===== src/rtl/seg_pkg.sv =====
// rtl/seg_pkg.sv - shared constants, glyph table and scan state type for seg_scan_ctrl
package seg_pkg;

    localparam logic [6:0] SEG_OFF = 7'h7F;

    // Active-low segments g..a for hex digits 0..F
    localparam logic [6:0] GLYPH [16] = '{
        7'h40, 7'h79, 7'h24, 7'h30, 7'h19, 7'h12, 7'h02, 7'h78,
        7'h00, 7'h10, 7'h08, 7'h03, 7'h46, 7'h21, 7'h06, 7'h0E
    };

    typedef enum logic {
        BLANK = 1'b0,
        DRIVE = 1'b1
    } seg_state_e;

endpackage


===== src/rtl/seg_decode.sv =====
// rtl/seg_decode.sv - combinational hex nibble to active-low 7-segment glyph
module seg_decode
    import seg_pkg::*;
(
    input  logic [3:0] nibble,
    output logic [6:0] seg_n
);

    assign seg_n = GLYPH[nibble];

endmodule


===== src/rtl/seg_scan_ctrl.sv =====
// rtl/seg_scan_ctrl.sv - multiplexed 7-segment scan controller, frame-aligned word commit (optional SEG_LZ_BLANK_EN)
module seg_scan_ctrl
    import seg_pkg::*;
#(
    parameter int DIGITS    = 4,
    parameter int SCAN_DIV  = 1000,
    parameter int BLANK_CYC = 16
)
(
    input  logic                  clk,
    input  logic                  rst_n,
    input  logic                  load_valid,
    input  logic [4*DIGITS-1:0]   load_data,
    output logic                  load_ready,
    input  logic                  blank_all,
    output logic [6:0]            seg_n,
    output logic [DIGITS-1:0]     dig_n,
    output logic                  frame_tick
);

    localparam int CNT_W = (SCAN_DIV > 1) ? $clog2(SCAN_DIV) : 1;
    localparam int IDX_W = (DIGITS > 1) ? $clog2(DIGITS) : 1;
    localparam logic [CNT_W-1:0] CNT_LAST   = CNT_W'(SCAN_DIV - 1);
    localparam logic [CNT_W-1:0] BLANK_LAST = (BLANK_CYC > 0) ? CNT_W'(BLANK_CYC - 1) : '0;
    localparam logic [IDX_W-1:0] IDX_LAST   = IDX_W'(DIGITS - 1);

    seg_state_e            state_q, state_d;
    logic [CNT_W-1:0]      cnt_q;
    logic [IDX_W-1:0]      idx_q;
    logic [4*DIGITS-1:0]   display_q;
    logic [4*DIGITS-1:0]   pending_q;
    logic                  pending_full_q;
    logic                  load_ready_q;
    logic [6:0]            seg_q, seg_d;
    logic [DIGITS-1:0]     dig_q, dig_d;
    logic                  tick_q;

    logic                  slot_end;
    logic                  frame_end;
    logic                  xfer;
    logic [3:0]            cur_nibble;
    logic [6:0]            cur_glyph;
    logic                  digit_vis;

    assign slot_end  = (cnt_q == CNT_LAST);
    assign frame_end = slot_end && (idx_q == IDX_LAST);
    assign xfer      = load_valid && load_ready_q;

    always_ff @(posedge clk or negedge rst_n) begin
        if (!rst_n) begin
            cnt_q <= '0;
            idx_q <= '0;
        end else if (slot_end) begin
            cnt_q <= '0;
            idx_q <= (idx_q == IDX_LAST) ? '0 : idx_q + 1'b1;
        end else begin
            cnt_q <= cnt_q + 1'b1;
        end
    end

    always_ff @(posedge clk or negedge rst_n) begin
        if (!rst_n) begin
            state_q <= BLANK;
        end else begin
            state_q <= state_d;
        end
    end

    always_comb begin
        state_d = state_q;
        case (state_q)
            BLANK: begin
                if (BLANK_CYC == 0 || cnt_q == BLANK_LAST) begin
                    state_d = DRIVE;
                end
            end
            DRIVE: begin
                if (slot_end && BLANK_CYC != 0) begin
                    state_d = BLANK;
                end
            end
            default: state_d = BLANK;
        endcase
    end

    // A word waits in pending until the frame boundary so a scan never mixes old and new digits
    always_ff @(posedge clk or negedge rst_n) begin
        if (!rst_n) begin
            display_q      <= '0;
            pending_q      <= '0;
            pending_full_q <= 1'b0;
            load_ready_q   <= 1'b1;
        end else begin
            if (frame_end && pending_full_q) begin
                display_q      <= pending_q;
                pending_full_q <= 1'b0;
                load_ready_q   <= 1'b1;
            end
            if (xfer) begin
                pending_q      <= load_data;
                pending_full_q <= 1'b1;
                load_ready_q   <= 1'b0;
            end
        end
    end

    assign cur_nibble = display_q[{idx_q, 2'b00} +: 4];

    seg_decode u_decode (
        .nibble (cur_nibble),
        .seg_n  (cur_glyph)
    );

`ifdef SEG_LZ_BLANK_EN
    logic [DIGITS-1:0] lz_show;

    // Scan from the top digit down; a digit shows once any nibble at or above it is nonzero
    always_comb begin
        logic seen;
        seen    = 1'b0;
        lz_show = '0;
        for (int i = DIGITS - 1; i >= 0; i--) begin
            seen       = seen | (display_q[4*i +: 4] != 4'h0);
            lz_show[i] = seen || (i == 0);
        end
    end

    assign digit_vis = lz_show[idx_q];
`else
    assign digit_vis = 1'b1;
`endif

    always_comb begin
        seg_d = SEG_OFF;
        dig_d = '1;
        if (state_q == DRIVE && !blank_all && digit_vis) begin
            seg_d = cur_glyph;
            for (int i = 0; i < DIGITS; i++) begin
                dig_d[i] = (idx_q != IDX_W'(i));
            end
        end
    end

    always_ff @(posedge clk or negedge rst_n) begin
        if (!rst_n) begin
            seg_q  <= SEG_OFF;
            dig_q  <= '1;
            tick_q <= 1'b0;
        end else begin
            seg_q  <= seg_d;
            dig_q  <= dig_d;
            tick_q <= frame_end;
        end
    end

    assign seg_n      = seg_q;
    assign dig_n      = dig_q;
    assign frame_tick = tick_q;
    assign load_ready = load_ready_q;

endmodule


===== config.mk =====
export PLATFORM = sky130hd
export DESIGN_NAME = seg_scan_ctrl
export DESIGN_NICKNAME = d
export VERILOG_FILES = /design/src/rtl/seg_pkg.sv /design/src/rtl/seg_decode.sv /design/src/rtl/seg_scan_ctrl.sv
export SDC_FILE = /design/constraint.sdc
export NUM_CORES = 1
export LEC_CHECK = 0
export CAP_MARGIN = 0
export CORE_ASPECT_RATIO = 0.9
export CORE_MARGIN = 5
export CORE_UTILIZATION = 55
export CTS_CLUSTER_DIAMETER = 120
export DETAILED_ROUTE_END_ITERATION = 6
export PLACE_DENSITY = 0.9
export SLEW_MARGIN = 10
export SYNTH_ARGS = -nofsm -noshare
export SYNTH_HDL_FRONTEND = slang
export SYNTH_HIERARCHICAL = 1
export SYNTH_SLANG_ARGS = --single-unit

===== constraint.sdc =====
create_clock -name clk -period 5.1 [get_ports clk]
set_clock_uncertainty 0.05 [all_clocks]
set_input_delay 1.02 -clock clk [delete_from_list [all_inputs] [get_ports clk]]
set_output_delay 1.02 -clock clk [all_outputs]
set_load 0.03 [all_outputs]

After elaboration in Yosys (flattened, before gate mapping)
Memory sizes are Yosys's and may differ from the RTL's.
Cells that the tools add are included.
W data, S select, Z words.
- register bits after elaboration: 59
- bits in latches: 0
- memory bits (writable): 0
- bits in read-only memories: 112
- bits of input ports: 20
- output and inout bits: 13
- logic and storage cells: 43
- memories kept: 1
- $add $sub $neg: 2
- multiply operators: 0
- divide/modulo/power cells: 0
- $lt $le $gt $ge: 1
- equality and inequality tests: 6
- shift-type cells: 1
- multiplexer cells: 13
- bitwise logic cells: 2
- reductions and logical operators: 7
- memories (name ; words ; bits a word ; rd ports ; clocked after Yosys merged registers in ; wr ports ; RTL line ; text):
    (name not given) ; 16 ; 7 ; 1 ; 0 ; 0 ; seg_decode.sv:9 ; assign seg_n = GLYPH[nibble];
- operators by type and width (kind ; count):
    $mux W7 ; 3
    $shiftx A16 B5 Y4 ; 1
    $add A10 B1 Y10 const B ; 1
    $eq A10 B10 Y1 const B ; 1
    $eq A10 B4 Y1 const B ; 1
    $mux W10 ; 1
    $mux W1 ; 6
    $ge A5 B5 Y1 const B ; 1
    $not A4 Y5 ; 1
    $logic_and A1 B1 Y1 ; 4
    $mux W4 ; 1
    $ne A2 B2 Y1 const B ; 2
    $reduce_bool A2 Y1 ; 2
    $add A2 B1 Y2 const B ; 1
    $eq A2 B2 Y1 const B ; 1
    $mux W2 ; 1
    $ne A2 B1 Y1 const B ; 1
    $pmux W1 S2 ; 1
    $logic_not A1 Y1 ; 1
    $not A1 Y1 ; 1

Depth between registers and ports, before layout
Gate-level depths: netlist (run 1).
- depth in word-level cells: 6
- depth in mapped cells: 8
- depth with buffers taken out: 7

Cells and area by module
The synthesis (run 1) kept the hierarchy.
- by module, submodules not included (module ; times used ; cells each ; area each (µm²) ; sequential area each (µm²)):
    seg_scan_ctrl ; 1 ; 178 ; 2499.9 ; 1491.4
    seg_decode ; 1 ; 32 ; 275.3 ; 0.0

Worst setup path before layout (run 1)
No wires, ideal clock.
- path kind: register -> register
- start point: register idx_q[0]
- end point: register seg_q[3], in the netlist seg_n[3]
- library setup time: 0.088 ns
- arrival time: 2.334 ns
- required time: 4.962 ns
- slack: 2.628 ns
- cell stages (with the launch flop): 8
- buffers on the path: 1
- period minus slack after synthesis: 2.472 ns
- cell sequence: dfrtp_1 > clkbuf_1 > mux4_2 > inv_1 > ha_1 > inv_1 > mux4_1 > or3_1
- cells in the longest elaborated chain, start to end: 6
- ends and longest elaborated chain (element ; RTL line ; text):
    start, declared ; seg_scan_ctrl.sv:29 ; logic [IDX_W-1:0] idx_q;
    start signal, assigned ; seg_scan_ctrl.sv:55 ; idx_q <= (idx_q == IDX_LAST) ? '0 : idx_q + 1'b1;
    $shiftx A16 B5 Y4 ; seg_scan_ctrl.sv:107 ; assign cur_nibble = display_q[{idx_q, 2'b00} +: 4];
    net cur_nibble[0] ; seg_scan_ctrl.sv:41 ; logic [3:0] cur_nibble;
    $not A4 Y5 (implied by the code) ; seg_decode.sv:9 ;
    $mem_v2 Z16 W7 ; n/a ;
    $mux W7 (implied by the code) (2 in a row) ; seg_decode.sv:9 ;
    net cur_glyph[3] ; seg_scan_ctrl.sv:42 ; logic [6:0] cur_glyph;
    $mux W7 ; seg_scan_ctrl.sv:136 ; if (state_q == DRIVE && !blank_all && digit_vis) begin
    net seg_d[3] ; seg_scan_ctrl.sv:34 ; logic [6:0] seg_q, seg_d;
    end signal, assigned ; seg_scan_ctrl.sv:150 ; seg_q <= seg_d;
    end, declared ; seg_scan_ctrl.sv:34 ;
The timed path passes the listed nets, and every way through them passes these cells. The select of a mux whose other input is x is not followed.
A chain may end at the register's enable or synchronous reset.

Final worst setup path (run 1)
- start point: register load_ready_q, in the netlist load_ready
- end point: output load_ready
- RTL lines (element ; RTL line ; text):
    start, declared ; seg_scan_ctrl.sv:33 ; logic load_ready_q;
    start signal, assigned ; seg_scan_ctrl.sv:92 ; load_ready_q <= 1'b1;
    start signal, assigned ; seg_scan_ctrl.sv:97 ; load_ready_q <= 1'b1;
    start signal, assigned ; seg_scan_ctrl.sv:102 ; load_ready_q <= 1'b0;
    end, declared ; seg_scan_ctrl.sv:14 ; output logic load_ready,
No word-level cell between the ends.

==> summary.txt, run 1 <==
Outcome
  – Status: complete, no violations

STA
  – Final setup TNS: 0 ns
  – Final period utilization: 51.1%
  – Tightest Pin Transition: 1.05 ns
  – Period minus WS final: 2.61 ns
  – Rel. slew slack: 29.2%
  – Pins over their slew limit: 0
  – RSZ-0062 raised after global routing: false
  – Fmax achieved: 383 MHz
  – # setup viols final: 0
  – Final hold viol count: 0

Synth
  – Post-Synth Simple-Gate Area: 11.5%
  – Synthesized area: 2780 µm²
  – Area leader, netlist: dfrtp_1
  – Cell variety after synth: 41
  – Synth cell count leaders: 47 x dfrtp_1, 36 x mux2_2, 12 x dfstp_2, 12 x ha_1
  – Main synth FF type: dfrtp_1
  – Share of the synthesized area in the top cell type: 42.4%
  – Synth Area in XOR/XNOR: 0.631%
  – Post-synth EDFFs: 0
  – Sequential share of the synthesized area: 53.7%
  – Seq cells post-synth: 59
  – Compound-Gate Fraction of Synth Area: 5.09%
  – Avg Cell Area, Syn: 13.2 µm²
  – Synth warn: 6
  – Most numerous cell in the Yosys netlist: dfrtp_1
  – Mux share of post-synthesis cell area: 20.2%
  – Synth area leaders: dfrtp_1 42%, mux2_2 15%, dfstp_2 11%
  – Cells after Synth: 210
  – Synth Net Count: 242
  – Async SR Flop Fraction: 100%
  – Largest family of logic cells by synthesized area: multiplexers
  – Adder-Cell Fraction of Synth Area: 5.41%

Placement
  – Dpl cells: 300
  – IO buf count: 32
  – Placed inst area: 3130 µm²
  – GPL Wtd Cong: 0.774
  – Hpwl dp: 3030 µm

Finish
  – Layout cells sized above 1: 29.9%
  – Post-route design area: 3320 µm²
  – Layout Cells excl Fill: 316
  – Nets: 278
  – # fillers: 366
  – Ant. Diodes: 0
  – Area Growth Syn to Fin: 19.5%

Worst setup path
  – Path depth of the worst reg2reg path: 6
  – FF-to-FF setup slack: 2.56 ns
  – Worst Setup SP: load_ready$_DFFE_PN1P_
  – Worst Path Buf+Inv: 1
  – Worst path cell trace: clkdlybuf4s50_1
  – Worst setup EP type: output port
  – Kind of critical path: reg -> out
  – CP max-delay cell: clkdlybuf4s50_1
  – CP startpoint kind: register
  – Worst-path fanout max: 3
  – CP peak stage delay: 0.67 ns
  – Worst path depth: 1
  – Arrival @ worst endpoint: 1.54 ns
  – Delay-heaviest family, CP: buffers and inverters
  – Critical Path Sink: load_ready
  – Reg2Reg Launch Point: idx_q[0]$_DFFE_PN0N_
  – Req. time, crit path: 4.03 ns
  – Crit Reg-Reg Endpoint: seg_n[3]$_DFF_PN1_

Drt
  – Pre-antenna DRT Iters: 4
  – Vias after detailed routing: 1679
  – Residual DRC: 0
  – Initial drt markers: 78
  – Vias per inst: 5.31
  – Routed length per placed instance: 13.9 µm
  – Post-DRT Antenna Nets: 0
  – Routed wire length: 4390 µm

Clocking
  – Reg clk slew, reported paths: 0.06 ns
  – Hold Buf Count CTS: 0
  – Post-CTS sizing: 0
  – Post-CTS Repair Setup Buffers: 0
  – Clock Sinks: 59
  – Clock Latency Late Sink: 0.33 ns
  – CTS H-tree lvls: 3
  – Clock buffer depth: 2
  – Root Buffer: clkbuf_8
  – Cts bufs inserted: 9
  – TritonCTS clock tree: yes

Global route
  – First-pass GRT wire length: 7800 µm
  – Total gr overflow: 0
  – Largest net degree at the start of global routing: 60
  – GRT Util Overall: 15.0%
  – Vias in the first global route: 1634
  – Initial antenna violation count: 0

Floorplan
  – Total core area: 4860 µm²
  – I/O pin count: 33
  – Die Span Y: 77.4 µm
  – Die ar.: 6570 µm²
  – Die X: 84.9 µm
  – Cell Rows: 24
  – Initial Utilization: 57.0%

Power
  – Worst VDD drop: 0.000186 V
  – PD cells: 275 nW/µm²
  – Static leakage: 1.52 nW

Worst hold path
  – Hold crit path type: reg -> reg

Job
  – MaxCap Viol Count: 0
## cells in the final DEF, fill, tap and decap left out, types with 6 or more instances in the layout
cell / n
nor2_1: 8
ha_1: 12
nand3_1: 6
inv_1: 11
clkbuf_8: 10
dfstp_2: 12
dfrtp_1: 47
clkdlybuf4s50_1: 31
mux2_2: 36
nand2_1: 11
or3_1: 9
## how the worst min path moves through the flow
stage                       start            endpoint  slack [ns]  depth (start not counted)
2_1_floorplan  cnt_q[0]$_DFF_PN0_  cnt_q[0]$_DFF_PN0_        0.38                          1
3_3_place_gp   cnt_q[0]$_DFF_PN0_  cnt_q[0]$_DFF_PN0_        0.40                          1
3_5_place_dp   cnt_q[0]$_DFF_PN0_  cnt_q[0]$_DFF_PN0_        0.40                          1
4_1_cts        cnt_q[0]$_DFF_PN0_  cnt_q[0]$_DFF_PN0_        0.41                          1
5_1_grt        cnt_q[0]$_DFF_PN0_  cnt_q[0]$_DFF_PN0_        0.44                          1
6_report       cnt_q[0]$_DFF_PN0_  cnt_q[0]$_DFF_PN0_        0.41                          1
## sequential cells by signal (all words and copies together) (netlist names)
signal	cells
seg_n	7
pending_full_q	1
display_q	16
state_q	1
dig_n	4
cnt_q	10
frame_tick	1
pending_q	16
idx_q	2
load_ready	1
## cells by family after synthesis
| family | after synthesis |
|---|---|
| adders and majority gates | 12 |
| and+or+nand+nor | 53 |
| AOI/OAI and AO/OA | 20 |
| buffers and inverters | 19 |
| xor gates and xnor gates | 2 |
| DFF | 59 |
| muxes | 45 |
## where the power goes
part	total (W)	leakage (nW)	internal, W	switching, W
combinational	0.0000376	0.662	0.0000189	0.0000187
sequential	0.000474	0.758	0.000473	0.000000559
clock	0.000401	0.0974	0.000238	0.000163
total	0.000912	1.52	0.000730	0.000182
## metrics by stage
stage | worst slack (ns) | total power (W) | hold WS (ns) | util [%]
6_report | 2.49 | 0.000912 | 0.412 | 68.2
5_1_grt | 2.37 | 0.000947 | 0.441 | 68.2
4_1_cts | 2.47 | 0.000923 | 0.411 | 68.2
3_5_place_dp | 2.54 | 0.000521 | 0.401 | 64.3
3_3_place_gp | 2.58 | 0.000520 | 0.396 | 64.3
2_1_floorplan | 2.63 | 0.000491 | 0.383 | -
## per-layer routing
metal / part of all wire, % / routed length [µm] / global-route usage, % / vias up
met5: 0 / 0 / 0 / -
met4: 2.0 / 86 / 7.59 / 0
met3: 5.8 / 256 / 4.77 / 8
met2: 45 / 1960 / 22.1 / 37
met1: 48 / 2090 / 20.1 / 807
li1: - / - / - / 827
## area by class of cell
class / count / area [µm²] / area share [%]
Timing Repair Buffer: 33 / 323 / 9.73
Clock inverter: 3 / 40.0 / 1.21
Multi-Input combinational cell: 132 / 1190 / 35.9
Sequential cell: 59 / 1490 / 45.0
Clock buffer: 13 / 149 / 4.49
Inverter: 11 / 41.3 / 1.24
Tap cell: 65 / 81.3 / 2.45
Power figures use the tool's default switching activity.
==> inputs of run 2 (changes only) <==
clock period = 2.69 ns   (was 5.1 ns; I/O delays follow)
==> run 2 against run 1 <==
  * Sequential cell count unchanged
  * Sequential power up 89%
  * Sequential share of layout area down 0.60 points
  * Clock-buffer cell count down 1
  * Critical path depth up 5
  * Register-to-register slack worse by 2.3 ns
==> summary.txt, run 2 (synthesis results as in run 1) <==
STA
  – RSZ-0062 raised after global routing: false (unchanged)
  – Final hold viol count: 0 (unchanged)
  – Tightest Pin Transition: 0.719 ns (was 1.05 ns)
  – Rel. slew slack: 52.0% (was 29.2%)
  – Final setup TNS: 0 ns (unchanged)
  – Fmax achieved: 403 MHz
  – Period minus WS final: 2.48 ns
  – # setup viols final: 0 (unchanged)
  – Minimum hold slack: 0.288 ns (was 0.412 ns)
  – Pins over their slew limit: 0 (unchanged)
  – Final period utilization: 92.2%

Worst hold path
  – Hold crit path type: in -> async (was reg -> reg)

Finish
  – Biggest regs: display_q x16, pending_q x16, cnt_q x10 (unchanged)
  – Ant. Diodes: 0 (unchanged)
  – Commonest non-fill, non-tap cell in the layout: dfrtp_1 (unchanged)
  – Nets: 280 (was 278)
  – Area Growth Syn to Fin: 21.1% (was 19.5%)
  – Most frequent cells in the layout: 47 x dfrtp_1, 36 x mux2_2, 31 x clkdlybuf4s50_1, 12 x ha_1, 12 x dfstp_2 (unchanged)
  – Layout cells sized above 1: 30.8% (was 29.9%)

Job
  – MaxCap Viol Count: 0 (unchanged)

Worst setup path
  – CP startpoint kind: register (unchanged)
  – Worst-path fanout max: 9 (was 3)
  – Arrival @ worst endpoint: 2.68 ns (was 1.54 ns)
  – Req. time, crit path: 2.89 ns (was 4.03 ns)
  – Kind of critical path: reg -> reg (was reg -> out)
  – Worst setup EP type: register (was output port)

Power
  – Worst VDD drop: 0.000345 V (was 0.000186 V)
  – Clock power frac: 47.6% (was 43.9%)
  – Static leakage: 1.54 nW (was 1.52 nW)
  – Switching power: 0.000371 W (was 0.000182 W)
  – PD cells: 551 nW/µm² (was 275 nW/µm²)
  – Combinational share of power: 3.9% (was 4.1%)
  – Sw Share: 20.0% (about the same)
  – Reg power frac: 48.5% (was 51.9%)
  – Cell internal pwr: 0.00148 W (was 0.000730 W)

Drt
  – Routed wire length: 4860 µm (was 4390 µm)
  – Vias after detailed routing: 1748 (was 1679)
  – Vias per inst: 5.50 (was 5.31)
  – Pre-antenna DRT Iters: 4 (unchanged)
  – Residual DRC: 0 (unchanged)
  – Routed length per placed instance: 15.3 µm (was 13.9 µm)
  – Post-DRT Antenna Nets: 0 (unchanged)
  – Initial drt markers: 77 (was 78)

Placement
  – Hpwl dp: 3390 µm (was 3030 µm)
  – IO buf count: 32 (unchanged)
  – GPL Wtd Cong: 0.818 (was 0.774)

Clocking
  – Clock Latency Late Sink: 0.33 ns (about the same)
  – Post-CTS sizing: 0 (unchanged)
  – Clock Sinks: 59 (unchanged)
  – Post-CTS Repair Setup Buffers: 0 (unchanged)
  – Hold Buf Count CTS: 0 (unchanged)
  – TritonCTS clock tree: yes (unchanged)
  – Reg clk slew, reported paths: 0.06 ns (about the same)
  – Root Buffer: clkbuf_8 (unchanged)
  – Clock buffer depth: 2 (unchanged)
  – Cts bufs inserted: 9 (unchanged)
  – CTS H-tree lvls: 3 (unchanged)

Global route
  – Total gr overflow: 0 (unchanged)
  – GRT Util Overall: 16.0% (was 15.0%)
  – Largest net degree at the start of global routing: 60 (unchanged)
  – First-pass GRT wire length: 8060 µm (was 7800 µm)
  – Initial antenna violation count: 0 (unchanged)
  – Vias in the first global route: 1682 (was 1634)

Floorplan
  – Die Span Y: 77.4 µm (unchanged)
  – Cell Rows: 24 (unchanged)
  – Die ar.: 6570 µm² (unchanged)
  – Die X: 84.9 µm (unchanged)
  – I/O pin count: 33 (unchanged)
  – Total core area: 4860 µm² (unchanged)
  – Initial Utilization: 57.0% (unchanged)

Outcome
  – Status: complete, no violations (unchanged)
run 2: cell types whose count changed in the layout (fill, tap and decap cells not counted), sizes merged:
| cell | before | now |
|---|---|---|
| buf | 2 | 4 |
| bufinv | 1 | 2 |
| clkbuf | 13 | 12 |
run 2: cell type report:
| cell class | instances | area [µm²] |
|---|---|---|
| Clock buffer | 12 | 145 |
| Clock inverter | 4 | 73.8 |
| Fill cell | 369 | 1500 |
| Inverter | 11 | 41.3 |
| Multi-Input combinational cell | 132 | 1190 |
| Sequential cell | 59 | 1490 |
| Tap cell | 65 | 81.3 |
| Timing Repair Buffer | 35 | 338 |
run 2: power groups by stage:
stage	combinational [W]	sequential [W]	clock, W
2_1_floorplan	0.00000482	0.000927	0
3_3_place_gp	0.0000722	0.000914	0
3_5_place_dp	0.0000734	0.000914	0
4_1_cts	0.0000739	0.000898	0.000898
5_1_grt	0.0000791	0.000898	0.000949
6_report	0.0000718	0.000898	0.000881
run 2: final timing paths:
| path | start | end | slack, ns | cells after the start |
|---|---|---|---|---|
| min in group clk | cnt_q[0]$_DFF_PN0_ | cnt_q[0]$_DFF_PN0_ | 0.43 | 1 |
| max in group asynchronous | rst_n | display_q[14]$_DFFE_PN0P_ | 1.83 | 2 |
| max | idx_q[0]$_DFFE_PN0N_ | seg_n[3]$_DFF_PN1_ | 0.21 | 6 |
| min reg2reg | cnt_q[0]$_DFF_PN0_ | cnt_q[0]$_DFF_PN0_ | 0.43 | 1 |
| max reg2reg | idx_q[0]$_DFFE_PN0N_ | seg_n[3]$_DFF_PN1_ | 0.21 | 6 |
| min | rst_n | cnt_q[8]$_DFF_PN0_ | 0.29 | 2 |
run 2: worst max-delay path: stages, from the launching register on:
cell and delay, ns:
dfrtp_1 0.58, mux4_2 0.64, inv_1 0.17, ha_1 0.15, inv_1 0.05, mux4_1 0.46
or3_1 0.31
run 2: through the flow:
stage / util, % / instance area (µm²) / total power (W) / instances / worst slack, ns
floorplan: - / 2780 / 0.000931 / 210 / 0.218
global placement: 64.6 / 3140 / 0.000986 / 302 / 0.289
detailed placement: 64.6 / 3140 / 0.000988 / 302 / 0.207
CTS: 69.1 / 3360 / 0.00187 / 318 / 0.188
global route: 69.1 / 3360 / 0.00193 / 318 / 0.0678
finish: 69.1 / 3360 / 0.00185 / 318 / 0.211
run 2: routing by layer:
| metal | GRT usage, % | wire length (µm) | vias to the layer above |
|---|---|---|---|
| met1 | 19.9 | 2180 | 863 |
| li1 | - | - | 832 |
| met5 | 0 | 0 | - |
| met3 | 7.10 | 314 | 7 |
| met4 | 6.01 | 52 | 0 |
| met2 | 24.6 | 2310 | 46 |
==> RTL edit, RTL diff (settings of run 1) <==
Set the parameter `SCAN_DIV` to 2000 (it was 1000).
--- a/src/rtl/seg_scan_ctrl.sv
+++ b/src/rtl/seg_scan_ctrl.sv
@@ -3,7 +3,7 @@
     import seg_pkg::*;
 #(
     parameter int DIGITS    = 4,
-    parameter int SCAN_DIV  = 1000,
+    parameter int SCAN_DIV  = 2000,
     parameter int BLANK_CYC = 16
 )
 (
Function: same outputs for any inputs over 10 cycles, from zero or initial values and one cycle with rst_n low; that may be too few to reach the edited logic, so the function may still have changed.
==> RTL edit against run 1 <==
Worst setup slack worse by 0.010 ns; total power is 3.3% higher; final area is 0.91% higher; synthesized area is 0.41% higher; sequential share of layout area is 0.34 points higher; critical path depth stayed put; sequential cell count is 1 higher; routed wire length is 4.1% higher; critical path type unchanged; highest routed layer unchanged.
==> RTL edit: results (changes against run 1) <==
[status]
status=completed  ; unchanged

[timing]
finalCritPeriodShare_pct=51.3  ; was 51.1%
drv_slew=0  ; unchanged
holdWs_ns=0.439  ; was 0.412 ns
tns_ns=0  ; unchanged
slew_headroom_pct=52.7  ; was 29.2%

[synthesis]
synth_commonest_cells=dfrtp_1, mux2_2, dfstp_2, ha_1, nor2_1  ; was dfrtp_1, mux2_2, dfstp_2, ha_1
synth_cell_types=37  ; was 41
syn-num-nets=238  ; was 242
synth.area.top_cells=dfrtp_1, dfstp_2, mux2_2  ; was dfrtp_1, mux2_2, dfstp_2
seq_area_frac_synth_pct=54.4  ; was 53.7%
ys_async_sr_fraction_pct=100  ; unchanged
synthesis.instances=206  ; was 210
synth_warnings=6  ; unchanged

[critical_path]
critPathMaxFanout=3  ; unchanged
max_stage_delay_ns=0.67  ; about the same
r2r_start=idx_q[0]  ; unchanged
startpoint=load_ready  ; unchanged
reg2reg_slack_ns=2.59  ; was 2.56 ns
rr_worst_depth=7  ; was 6
r2r-end=seg_n[0]  ; was seg_n[3]

[placed_design]
dp_cells=298  ; was 300
place_ws_ns=2.53  ; was 2.54 ns
dpl_cell_area_mm2=0.00314  ; was 0.00313 mm^2
gp_congestion=0.808  ; was 0.774
io_buffers=32  ; unchanged
hpwl_mm=3.21  ; was 3.03 mm

[cts]
post_cts_buffers=0  ; unchanged
h-tree-depth=3  ; unchanged
numCtsBuffers=9  ; unchanged
ctsResizeCount=0  ; unchanged
root_buffer=clkbuf_8  ; unchanged

[routing]
avgViaCountPerCell=5.35  ; was 5.31
wl_met3_um=250  ; was 256 um
first_pass_iters=4  ; unchanged
drt_iter0_drc=71  ; was 78
routed-via-count=1681  ; was 1679
post_drt_wl_per_cell_um=14.6  ; was 13.9 um
met1Wirelength_mm=1.99  ; was 2.09 mm
top_layer_used=met4  ; unchanged
met2WireLength_mm=2.21  ; was 1.96 mm

[global_route]
first_global_vias=1751  ; was 1634
grt_max_degree=61  ; was 60
grt_first_pass_wirelength_mm=8.05  ; was 7.80 mm
grt_use_total_pct=15.8  ; was 15.0%
antenna_found_initial=0  ; unchanged

[pwr]
power_switching_uw=192  ; was 182 uW
max-vdd-ir-drop_mv=0.220  ; was 0.186 mV
combPwrFrac_pct=4.0
leakagePower_nw=1.55  ; was 1.52 nW
p_comb_uw=37.8
p_clk_share_pct=44.9  ; was 43.9%

[min_path]
hold_depth=1  ; unchanged
hold_path_startpoint=cnt_q[0]  ; unchanged
worst_hold_path.endpoint=cnt_q[0]  ; unchanged
hold_path.class=reg2reg  ; unchanged

[final_layout]
drive_gt1_share_pct=30.1  ; was 29.9%
biggestRegsByFlops=display_q (16), pending_q (16), cnt_q (11)  ; was display_q (16), pending_q (16), cnt_q (10)
antennaDiodeCount=0  ; unchanged
nNetsFinal=276  ; was 278

-- RTL edit: final cells by class --
type / count / area [um^2]
repair buffers: 34 / 330
fillers: 362 / 1520
multi-input cells: 129 / 1180
flip-flops and latches: 60 / 1520
clock buffers: 12 / 155
well taps: 65 / 81.3
clock inverters: 4 / 47.5
inverters: 10 / 37.5
-- RTL edit: logic make-up (layout without fill, tap and decap cells) --
| kind of cell | count (synthesis) | count (layout) | synth area share [%] |
|---|---|---|---|
| adder cells (fa/ha/maj) | 12 | 12 | 5.39 |
| multiplexers | 45 | 45 | 21.4 |
| flip-flops | 60 | 60 | 54.4 |
| XOR/XNOR | 4 | 4 | 1.26 |
| AO/OA/AOI/OAI | 17 | 17 | 4.09 |
| buffers and inverters | 17 | 60 | 3.28 |
| AND/OR/NAND/NOR | 51 | 51 | 10.2 |
-- RTL edit: metal layers --
metal | vias to the layer above | GRT usage, %
met2 | 35 | 24.5
met3 | 7 | 4.87
met5 | - | 0
met1 | 827 | 19.4
li1 | 812 | -
met4 | 0 | 9.49
